--- src/rtl/fixed_point_pkg.sv ---
// Shared constants for the fixed-point add/subtract family (signed Q10.5 at default width).
// The subtractor, the adder and the shared saturation stage all draw on these values.
package fixed_point_pkg;

    localparam int WIDTH     = 16;
    localparam int FRAC_BITS = 5;

    localparam logic [WIDTH-1:0] SAT_MAX = {1'b0, {(WIDTH-1){1'b1}}};
    localparam logic [WIDTH-1:0] SAT_MIN = {1'b1, {(WIDTH-1){1'b0}}};

    localparam int                    CNT_WIDTH = 8;
    localparam logic [CNT_WIDTH-1:0] CNT_MAX   = 8'hFF;

endpackage

--- src/rtl/fixed_point_subtractor_if.sv ---
// Operand/result bundle for the fixed-point subtractor.
// The master side supplies operands; the slave side returns the registered results.
interface fixed_point_subtractor_if #(
    parameter int WIDTH = fixed_point_pkg::WIDTH
);

    logic                                   enable;
    logic [WIDTH-1:0]                       A;
    logic [WIDTH-1:0]                       B;
    logic                                   clear_count;
    logic [WIDTH-1:0]                       diff;
    logic                                   valid;
    logic                                   ovf_pos;
    logic                                   ovf_neg;
    logic [fixed_point_pkg::CNT_WIDTH-1:0]  sat_count;

    modport master (
        output enable, A, B, clear_count,
        input  diff, valid, ovf_pos, ovf_neg, sat_count
    );

    modport slave (
        input  enable, A, B, clear_count,
        output diff, valid, ovf_pos, ovf_neg, sat_count
    );

endinterface

--- src/rtl/fixed_point_saturate.sv ---
// Clamps a WIDTH+1-bit signed value into WIDTH bits and flags which rail was hit.
// Purely combinational so the adder and subtractor can place it in front of their own result register.
module fixed_point_saturate #(
    parameter int WIDTH = fixed_point_pkg::WIDTH
) (
    input  logic [WIDTH:0]   din,
    output logic [WIDTH-1:0] dout,
    output logic             ovf_pos,
    output logic             ovf_neg
);

    localparam logic [WIDTH-1:0] MAX_VAL = {1'b0, {(WIDTH-1){1'b1}}};
    localparam logic [WIDTH-1:0] MIN_VAL = {1'b1, {(WIDTH-1){1'b0}}};

    // The two top bits disagree only when the value no longer fits in WIDTH bits.
    always_comb begin
        dout    = din[WIDTH-1:0];
        ovf_pos = 1'b0;
        ovf_neg = 1'b0;
        case (din[WIDTH:WIDTH-1])
            2'b01: begin
                dout    = MAX_VAL;
                ovf_pos = 1'b1;
            end
            2'b10: begin
                dout    = MIN_VAL;
                ovf_neg = 1'b1;
            end
            default: begin
                dout    = din[WIDTH-1:0];
                ovf_pos = 1'b0;
                ovf_neg = 1'b0;
            end
        endcase
    end

endmodule

--- src/rtl/fixed_point_subtractor.sv ---
// Two-stage saturating signed fixed-point subtractor (diff = A - B) with a sticky saturation counter.
// Stage 1 captures operands; stage 2 subtracts at WIDTH+1 bits, clamps, and registers all outputs.
module fixed_point_subtractor #(
    parameter int WIDTH     = fixed_point_pkg::WIDTH,
    parameter int FRAC_BITS = fixed_point_pkg::FRAC_BITS
) (
    input logic                     clk,
    input logic                     reset,
    fixed_point_subtractor_if.slave bus
);

    import fixed_point_pkg::*;

    if (FRAC_BITS < 0 || FRAC_BITS >= WIDTH) begin : g_bad_frac_bits
        $error("FRAC_BITS must lie in the range [0, WIDTH)");
    end

    logic [WIDTH-1:0]     a_r;
    logic [WIDTH-1:0]     b_r;
    logic                 en_r;
    logic [WIDTH:0]       diff_wide_s;
    logic [WIDTH-1:0]     sat_s;
    logic                 pos_s;
    logic                 neg_s;
    logic [WIDTH-1:0]     diff_r;
    logic                 valid_r;
    logic                 ovf_pos_r;
    logic                 ovf_neg_r;
    logic [CNT_WIDTH-1:0] sat_count_r;

    // Stage 1: operand capture; the strobe is re-registered every cycle so it drops after one cycle.
    always_ff @(posedge clk) begin
        if (reset) begin
            a_r  <= {WIDTH{1'b0}};
            b_r  <= {WIDTH{1'b0}};
            en_r <= 1'b0;
        end else begin
            en_r <= bus.enable;
            if (bus.enable) begin
                a_r <= bus.A;
                b_r <= bus.B;
            end
        end
    end

    // One guard bit makes every difference exact, including 0 - 0x8000.
    assign diff_wide_s = {a_r[WIDTH-1], a_r} - {b_r[WIDTH-1], b_r};

    fixed_point_saturate #(
        .WIDTH (WIDTH)
    ) u_saturate (
        .din     (diff_wide_s),
        .dout    (sat_s),
        .ovf_pos (pos_s),
        .ovf_neg (neg_s)
    );

    // Stage 2: result register; diff holds between results while valid and the flags return low.
    always_ff @(posedge clk) begin
        if (reset) begin
            diff_r    <= {WIDTH{1'b0}};
            valid_r   <= 1'b0;
            ovf_pos_r <= 1'b0;
            ovf_neg_r <= 1'b0;
        end else if (en_r) begin
            diff_r    <= sat_s;
            valid_r   <= 1'b1;
            ovf_pos_r <= pos_s;
            ovf_neg_r <= neg_s;
        end else begin
            valid_r   <= 1'b0;
            ovf_pos_r <= 1'b0;
            ovf_neg_r <= 1'b0;
        end
    end

    // Saturation counter advances alongside the result it counts; clear wins, and it sticks at full scale.
    always_ff @(posedge clk) begin
        if (reset) begin
            sat_count_r <= {CNT_WIDTH{1'b0}};
        end else if (bus.clear_count) begin
            sat_count_r <= {CNT_WIDTH{1'b0}};
        end else if (en_r && (pos_s || neg_s) && (sat_count_r != CNT_MAX)) begin
            sat_count_r <= sat_count_r + 8'd1;
        end
    end

    assign bus.diff      = diff_r;
    assign bus.valid     = valid_r;
    assign bus.ovf_pos   = ovf_pos_r;
    assign bus.ovf_neg   = ovf_neg_r;
    assign bus.sat_count = sat_count_r;

endmodule

--- src/flat_wrapper.sv ---
// flat-port wrapper written by rule: the top's interface ports become plain ports
module fixed_point_subtractor_flat import fixed_point_pkg::*;
#(
    parameter int WIDTH     = fixed_point_pkg::WIDTH,
    parameter int FRAC_BITS = fixed_point_pkg::FRAC_BITS
)
  (clk, reset, bus_enable, bus_A, bus_B, bus_clear_count, bus_diff, bus_valid, bus_ovf_pos, bus_ovf_neg, bus_sat_count);
  fixed_point_subtractor_if #(.WIDTH(WIDTH)) bus_i ();
  input logic clk;
  input logic reset;
  input wire logic [$bits(bus_i.enable)-1:0] bus_enable;
  input wire logic [$bits(bus_i.A)-1:0] bus_A;
  input wire logic [$bits(bus_i.B)-1:0] bus_B;
  input wire logic [$bits(bus_i.clear_count)-1:0] bus_clear_count;
  output wire logic [$bits(bus_i.diff)-1:0] bus_diff;
  output wire logic [$bits(bus_i.valid)-1:0] bus_valid;
  output wire logic [$bits(bus_i.ovf_pos)-1:0] bus_ovf_pos;
  output wire logic [$bits(bus_i.ovf_neg)-1:0] bus_ovf_neg;
  output wire logic [$bits(bus_i.sat_count)-1:0] bus_sat_count;
  assign bus_i.enable = bus_enable;
  assign bus_i.A = bus_A;
  assign bus_i.B = bus_B;
  assign bus_i.clear_count = bus_clear_count;
  assign bus_diff = bus_i.diff;
  assign bus_valid = bus_i.valid;
  assign bus_ovf_pos = bus_i.ovf_pos;
  assign bus_ovf_neg = bus_i.ovf_neg;
  assign bus_sat_count = bus_i.sat_count;
  fixed_point_subtractor #(.WIDTH(WIDTH), .FRAC_BITS(FRAC_BITS)) u_core (.clk(clk), .reset(reset), .bus(bus_i));
endmodule
--- config.mk ---
export PLATFORM = sky130hd
export DESIGN_NAME = fixed_point_subtractor_flat
export DESIGN_NICKNAME = d
export VERILOG_FILES = /design/src/rtl/fixed_point_pkg.sv /design/src/rtl/fixed_point_subtractor_if.sv /design/src/rtl/fixed_point_saturate.sv /design/src/rtl/fixed_point_subtractor.sv /design/src/flat_wrapper.sv
export SDC_FILE = /design/constraint.sdc
export NUM_CORES = 1
export LEC_CHECK = 0
export ABC_CLOCK_PERIOD_IN_PS = 5900
export CAP_MARGIN = 20
export CORE_ASPECT_RATIO = 1.2
export CORE_UTILIZATION = 25
export CTS_CLUSTER_DIAMETER = 150
export DETAILED_ROUTE_END_ITERATION = 8
export RECOVER_POWER = 50
export SKIP_LAST_GASP = 1
export SLEW_MARGIN = 20
export SYNTH_ARGS = -nofsm -noshare
export SYNTH_HDL_FRONTEND = slang
export SYNTH_SLANG_ARGS = --single-unit
--- constraint.sdc ---
create_clock -name clk -period 5.9 [get_ports clk]
set_input_delay 0.59 -clock clk [delete_from_list [all_inputs] [get_ports clk]]
set_output_delay 0.59 -clock clk [all_outputs]
set_load 0.01 [all_outputs]
==> reports/summary.txt, run 1 <==
setup violators final -> 0
TritonRoute pass-1 iters -> 4
#FFs+latches synth -> 60
Synth async-reset ratio -> 0
hold slack final -> 0.486 ns
routed length per instance -> 12.4 microns
top post-synthesis cells by area -> dfxtp_1, mux2i_1, ha_1
required time of the worst setup path -> 6.16 ns
leakage -> 1.69 nW
syn_area_per_cell -> 8.88 sq um
crit-path max FO -> 16
Clk pin slew, worst setup/hold paths -> 0.05 ns
failing checks -> capacitance limit, slew limit
Antenna Nets Post-Route -> 0
clock sinks -> 60
syn nets -> 398
peak supply drop -> 0.127 mV
Hold Vio Cnt, Final -> 0
clock skew -> 0.00703 ns
CP bufs+invs -> 2
status -> finished with violations
RSZ-0062 raised after global routing -> no
commonest non-fill, non-tap cell in the layout -> dfxtp_1
slowest CP cell -> fa_1
Gate Count Post-Synth -> 342
DR iter-0 viols -> 95
CP Cell Sequence -> inv_1 -> ha_1 -> inv_1 -> fa_1 -> a211oi_1 -> o21ai_1 -> o2111ai_1 -> a21oi_1 -> nand2_1 -> a31o_2 -> ha_1 -> nor2b_1 -> nand2b_1 -> nor2_1 -> nor2_1 -> o21ai_0 -> a21oi_1
drt via density -> 4.45
Cell variety after synth -> 44
total CTS buffers -> 9
WL met3 -> 307 microns
layout cells sized above 1 -> 0.0616
final cell utilization of the core -> 0.349
Starting Density -> 0.260
P per Cell Area -> 303 nW/um^2
ys flop type -> dfxtp_1
clk buf depth -> 2
cts hold-fix bufs -> 0
post-synth top area share -> 0.396
IO buf count -> 62
setup bufs post-CTS -> 0
max incr delay on CP -> 0.42 ns
Skew-Pair Late Insertion Delay -> 0.33 ns
Die Height -> 123 microns
Final HPWL DP -> 5380 microns
synthesized cell area -> 3040 sq um
critical path's top delay family -> compound AO/OA/AOI/OAI gates
Die ar. -> 12600 sq um
slew at the pin closest to its max-slew limit -> 2.01 ns
Slew Limit Fails -> 47
setup TNS -> 0 ns
post-CTS sizing -> 0
Slew HR -> -0.338
first-pass GRT wire length -> 11700 microns
GRT Resource Usage Total -> 0.123
die width -> 103 microns
TritonCTS clock tree -> yes
Worst Hold Class -> flop to flop
most frequent cells in the layout -> dfxtp_1, nor2_1, clkdlybuf4s50_1
gpl congestion -> 0.823
Synth area leader -> dfxtp_1
EDFF count, synth -> 0
Worst EP arrival -> 4.08 ns
core area -> 11700 sq um
WL final -> 6990 microns
grt ovf -> 0
initial antenna violation count -> 0
H-tree level count -> 3
Area Overhead vs Synth -> 34.4%
Top Layer Used -> met4
DRC -> 0
final worst path period need -> 3.82 ns
# rows -> 43
largest net degree at the start of global routing -> 47
Detail Route met2 WL -> 3310 microns
clk root buf -> clkbuf_16
Yosys warnings -> 0
MaxCap Viol Count -> 1
# IOs -> 63
routed length on met1 -> 3220 microns
Final period util -> 0.648
antenna cells -> 0
f_max -> 262 MHz
Setup CP Type -> flop to flop
Seq/Total Area, Yosys -> 0.396
crit start category -> flop
DR vias -> 2506
vias in the first global route -> 2458
Final #Nets -> 457
CP endpoint kind -> flop
## area by class of cell
class                           count  area, sq um
Clock buffer                       12          267
Clock inverter                      4         22.5
Fill cell                        1190         7600
Inverter                           19         71.3
Multi-Input combinational cell    248         1700
Sequential cell                    60         1200
Tap cell                          157          196
Timing Repair Buffer               63          619
## cell usage after synthesis, types with 5 or more instances
master / count
mux2i_1: 34
a21oi_1: 25
ha_1: 19
nor3_1: 6
nand2_1: 14
clkbuf_1: 7
xnor2_1: 7
o211ai_1: 6
a211oi_1: 5
nor2_1: 59
nand2b_1: 5
o21ai_0: 9
nor2b_1: 5
xor2_1: 10
dfxtp_1: 60
inv_1: 19
## worst reg2reg max path, cell delays in order (launching register included)
cell,delay [ns]
dfxtp_1,0.31
inv_1,0.05
ha_1,0.14
inv_1,0.06
fa_1,0.42
a211oi_1,0.27
o21ai_1,0.15
o2111ai_1,0.26
a21oi_1,0.16
nand2_1,0.11
a31o_2,0.15
ha_1,0.38
nor2b_1,0.33
nand2b_1,0.34
nor2_1,0.07
nor2_1,0.25
o21ai_0,0.16
a21oi_1,0.15
## state kept, by name, summed over array words and instances, names as in the netlist
| name | count |
|---|---|
| u_core.b_r | 16 |
| u_core.bus.ovf_neg | 1 |
| u_core.bus.sat_count | 8 |
| u_core.bus.valid | 1 |
| u_core.bus.ovf_pos | 1 |
| u_core.bus.diff | 16 |
| u_core.en_r | 1 |
| u_core.a_r | 16 |
## metal layers
metal  vias up  global-route usage
li1       1298                   -
met1      1150               0.148
met2        47               0.200
met3        11              0.0302
met4         0              0.0670
met5         -                   0
## logic make-up (layout without fill, tap and decap cells)
| kind of cell | after synthesis | in the layout | synth area share |
|---|---|---|---|
| mux | 34 | 34 | 0.112 |
| xor+xnor | 17 | 17 | 0.0491 |
| flops | 60 | 60 | 0.396 |
| fa+ha+maj | 20 | 20 | 0.0849 |
| buf+inv | 34 | 98 | 0.0437 |
| simple gates | 109 | 109 | 0.168 |
| compound gates | 68 | 68 | 0.147 |
## power by group
| part | switching [W] | internal, W | leakage [nW] |
|---|---|---|---|
| Combinational | 0.000153 | 0.000138 | 1.05 |
| Clock | 0.000173 | 0.000315 | 0.144 |
| Sequential | 0.0000198 | 0.000435 | 0.494 |
## per-stage QoR
| step | setup WS [ns] | power [W] | cells | area [sq um] |
|---|---|---|---|---|
| after floorplan | 2.67 | 0.000655 | 342 | 3040 |
| after global placement | 2.28 | 0.000751 | 547 | 3790 |
| after detailed placement | 2.10 | 0.000757 | 547 | 3790 |
| after CTS | 2.07 | 0.00125 | 563 | 4080 |
| after global routing | 1.55 | 0.00131 | 563 | 4080 |
| final | 2.08 | 0.00124 | 563 | 4080 |
## path summary, 6_finish.rpt
kind	start	endpoint	slack, ns	cells after the start
worst max-delay path	u_core.a_r[0]	u_core.bus.diff[11]	2.08	17
worst min-delay path	u_core.bus.diff[1]	u_core.bus.diff[1]	0.49	2
worst max register to register	u_core.a_r[0]	u_core.bus.diff[11]	2.08	17
worst min register to register	u_core.bus.diff[1]	u_core.bus.diff[1]	0.49	2
(Power assumes the default switching activity.)
==> run 2, diff against run 1 <==
Settings changed: ABC_CLOCK_PERIOD_IN_PS 5900 to 3410.
Clock period 5.9 ns to 3.41 ns, I/O delays scaled along.
==> run 2 against run 1 <==
Against the previous run: the flow now finishes without violations; cell area increased by 2.6%; sequential power up 73%; worst hold slack gained 0.0021 ns; combinational power up 89%; die area did not move; flip-flop and latch count is the same; critical path type unchanged.
==> reports/summary.txt, run 2 (synthesized netlist as in run 1, its figures left out) <==
status -> finished, final reports clean (was finished with violations)
H-tree level count -> 3 (unchanged)
Area Overhead vs Synth -> 37.8% (was 34.4%)
cts hold-fix bufs -> 0 (unchanged)
DR vias -> 2536 (was 2506)
layout cells sized above 1 -> 0.102 (was 0.0616)
Hold Path Stages -> 2 (unchanged)
Worst Hold Class -> flop to flop (unchanged)
TritonRoute pass-1 iters -> 4 (unchanged)
P per Cell Area -> 521 nW/um^2 (was 303 nW/um^2)
Die Height -> 123 microns (unchanged)
vias in the first global route -> 2536 (was 2458)
Setup CP Type -> flop to flop (unchanged)
grt met3 use -> 0.0330 (was 0.0302)
GR met1 Demand/Resource -> 0.149 (was 0.148)
most frequent cells in the layout -> dfxtp_1, nor2_1, clkdlybuf4s50_1 (unchanged)
Layout Cells excl Fill -> 569 (was 563)
leakage -> 1.73 nW (was 1.69 nW)
CP Cell Sequence -> inv_1 -> ha_1 -> inv_1 -> fa_2 -> a211oi_2 -> o21ai_2 -> o2111ai_2 -> a21oi_2 -> nand2_1 -> a31o_2 -> ha_1 -> nand2b_4 -> a31oi_4 -> nand4_4 -> or3_1 -> a21oi_1 (was inv_1 -> ha_1 -> inv_1 -> fa_1 -> a211oi_1 -> o21ai_1 -> o2111ai_1 -> a21oi_1 -> nand2_1 -> a31o_2 -> ha_1 -> nor2b_1 -> nand2b_1 -> nor2_1 -> nor2_1 -> o21ai_0 -> a21oi_1)
drt via density -> 4.46 (was 4.45)
DR iter-0 viols -> 104 (was 95)
clk root buf -> clkbuf_16 (unchanged)
Final period util -> 0.931 (was 0.648)
Hold Vio Cnt, Final -> 0 (unchanged)
Placed Instances -> 553 (was 547)
routed length per instance -> 12.3 microns (was 12.4 microns)
setup TNS -> 0 ns (unchanged)
Final #Nets -> 463 (was 457)
first-pass GRT wire length -> 11600 microns (was 11700 microns)
WL final -> 7000 microns (was 6990 microns)
die width -> 103 microns (unchanged)
total CTS buffers -> 9 (unchanged)
clock skew -> 0.00582 ns (was 0.00703 ns)
Slew Limit Fails -> 0 (was 47)
DRC -> 0 (unchanged)
M2 GR Usage -> 0.192 (was 0.200)
commonest non-fill, non-tap cell in the layout -> dfxtp_1 (unchanged)
GRT Resource Usage Total -> 0.121 (was 0.123)
Antenna Nets Post-Route -> 0 (unchanged)
grt ovf -> 0 (unchanged)
CP endpoint kind -> flop (unchanged)
# rows -> 43 (unchanged)
R2R depth -> 16 (was 17)
Slew HR -> 0.0391 (was -0.338)
final worst path period need -> 3.17 ns (was 3.82 ns)
slew at the pin closest to its max-slew limit -> 1.44 ns (was 2.01 ns)
Starting Density -> 0.260 (unchanged)
clock sinks -> 60 (unchanged)
IO buf count -> 62 (unchanged)
setup violators final -> 0 (unchanged)
initial antenna violation count -> 0 (unchanged)
setup bufs post-CTS -> 0 (unchanged)
largest net degree at the start of global routing -> 34 (was 47)
antenna cells -> 0 (unchanged)
GRT Max-Usage Layer -> met2 (unchanged)
crit start category -> flop (unchanged)
core area -> 11700 sq um (unchanged)
# IOs -> 63 (unchanged)
gpl congestion -> 0.835 (was 0.823)
required time of the worst setup path -> 3.67 ns (was 6.16 ns)
max incr delay on CP -> 0.33 ns (was 0.42 ns)
crit-path max FO -> 5 (was 16)
clk buf depth -> 2 (unchanged)
slowest CP cell -> dfxtp_1 (was fa_1)
TritonCTS clock tree -> yes (unchanged)
Die ar. -> 12600 sq um (unchanged)
Final HPWL DP -> 5390 microns (was 5380 microns)
Skew-Pair Late Insertion Delay -> 0.33 ns (about the same)
MaxCap Viol Count -> 0 (was 1)
peak supply drop -> 0.221 mV (was 0.127 mV)
f_max -> 315 MHz (was 262 MHz)
RSZ-0062 raised after global routing -> no (unchanged)
Worst EP arrival -> 3.43 ns (was 4.08 ns)
Clk pin slew, worst setup/hold paths -> 0.05 ns (about the same)
run 2: cell types whose count changed in the layout (fill, tap and decap cells not counted), sizes merged:
cell           delta
buf               +6
clkdlybuf4s50     -1
dlygate4sd3       +1
run 2: what timing repair did:
action / CTS / global route
gates resized for setup: 1 / 13
pin swaps: 0 / 3
endpoints found under the hold margin: 0 / 0
endpoints found under the setup margin: 2 / 13
run 2: critical path: cells and delay by family, from the launching register on:
| kind | cells | cell delay, ns |
|---|---|---|
| compound gates | 7 | 1.23 |
| simple gates | 4 | 0.73 |
| fa+ha+maj | 3 | 0.69 |
| flops | 1 | 0.33 |
| buf+inv | 2 | 0.12 |
run 2: area by class of cell:
cell class | count | area [sq um]
well taps | 157 | 196
fillers | 1188 | 7490
clock buffers | 12 | 267
flip-flops and latches | 60 | 1200
inverters | 19 | 71.3
multi-input cells | 248 | 1760
clock inverters | 4 | 22.5
repair buffers | 69 | 664
run 2: power breakdown:
group          leakage [nW]  total [W]  switching (W)  internal [W]
clock network         0.144   0.000845       0.000299      0.000546
registers             0.494   0.000786      0.0000329      0.000753
logic                  1.10   0.000549       0.000282      0.000268
run 2: metal layers:
metal,vias to the layer above,routed length (microns)
met2,45,3250
met1,1170,3330
met5,-,0
met4,0,151
met3,9,265
li1,1312,-
run 2: final timing paths:
path | end | slack [ns] | startpoint
max | u_core.bus.sat_count[5] | 0.24 | u_core.a_r[0]
max reg2reg | u_core.bus.sat_count[5] | 0.24 | u_core.a_r[0]
min | u_core.bus.diff[0] | 0.49 | u_core.bus.diff[0]
min reg2reg | u_core.bus.diff[0] | 0.49 | u_core.bus.diff[0]
run 2: stage by stage:
stage | hold slack, ns | utilization | power, W | setup slack (ns) | cell area [sq um]
after global routing | 0.516 | 0.358 | 0.00230 | 0.0136 | 4180
after floorplan | 0.460 | - | 0.00113 | 0.180 | 3040
after detailed placement | 0.486 | 0.329 | 0.00133 | -0.0132 | 3840
final | 0.489 | 0.358 | 0.00218 | 0.237 | 4180
after CTS | 0.493 | 0.354 | 0.00219 | 0.00441 | 4130
after global placement | 0.478 | 0.329 | 0.00132 | 0.0999 | 3840
==> run 3, diff against run 2 <==
Settings changed: ABC_CLOCK_PERIOD_IN_PS 3410 to default.
==> results of run 3 <==
Same layout as run 2: the final DEF is identical, and so are final timing and power.
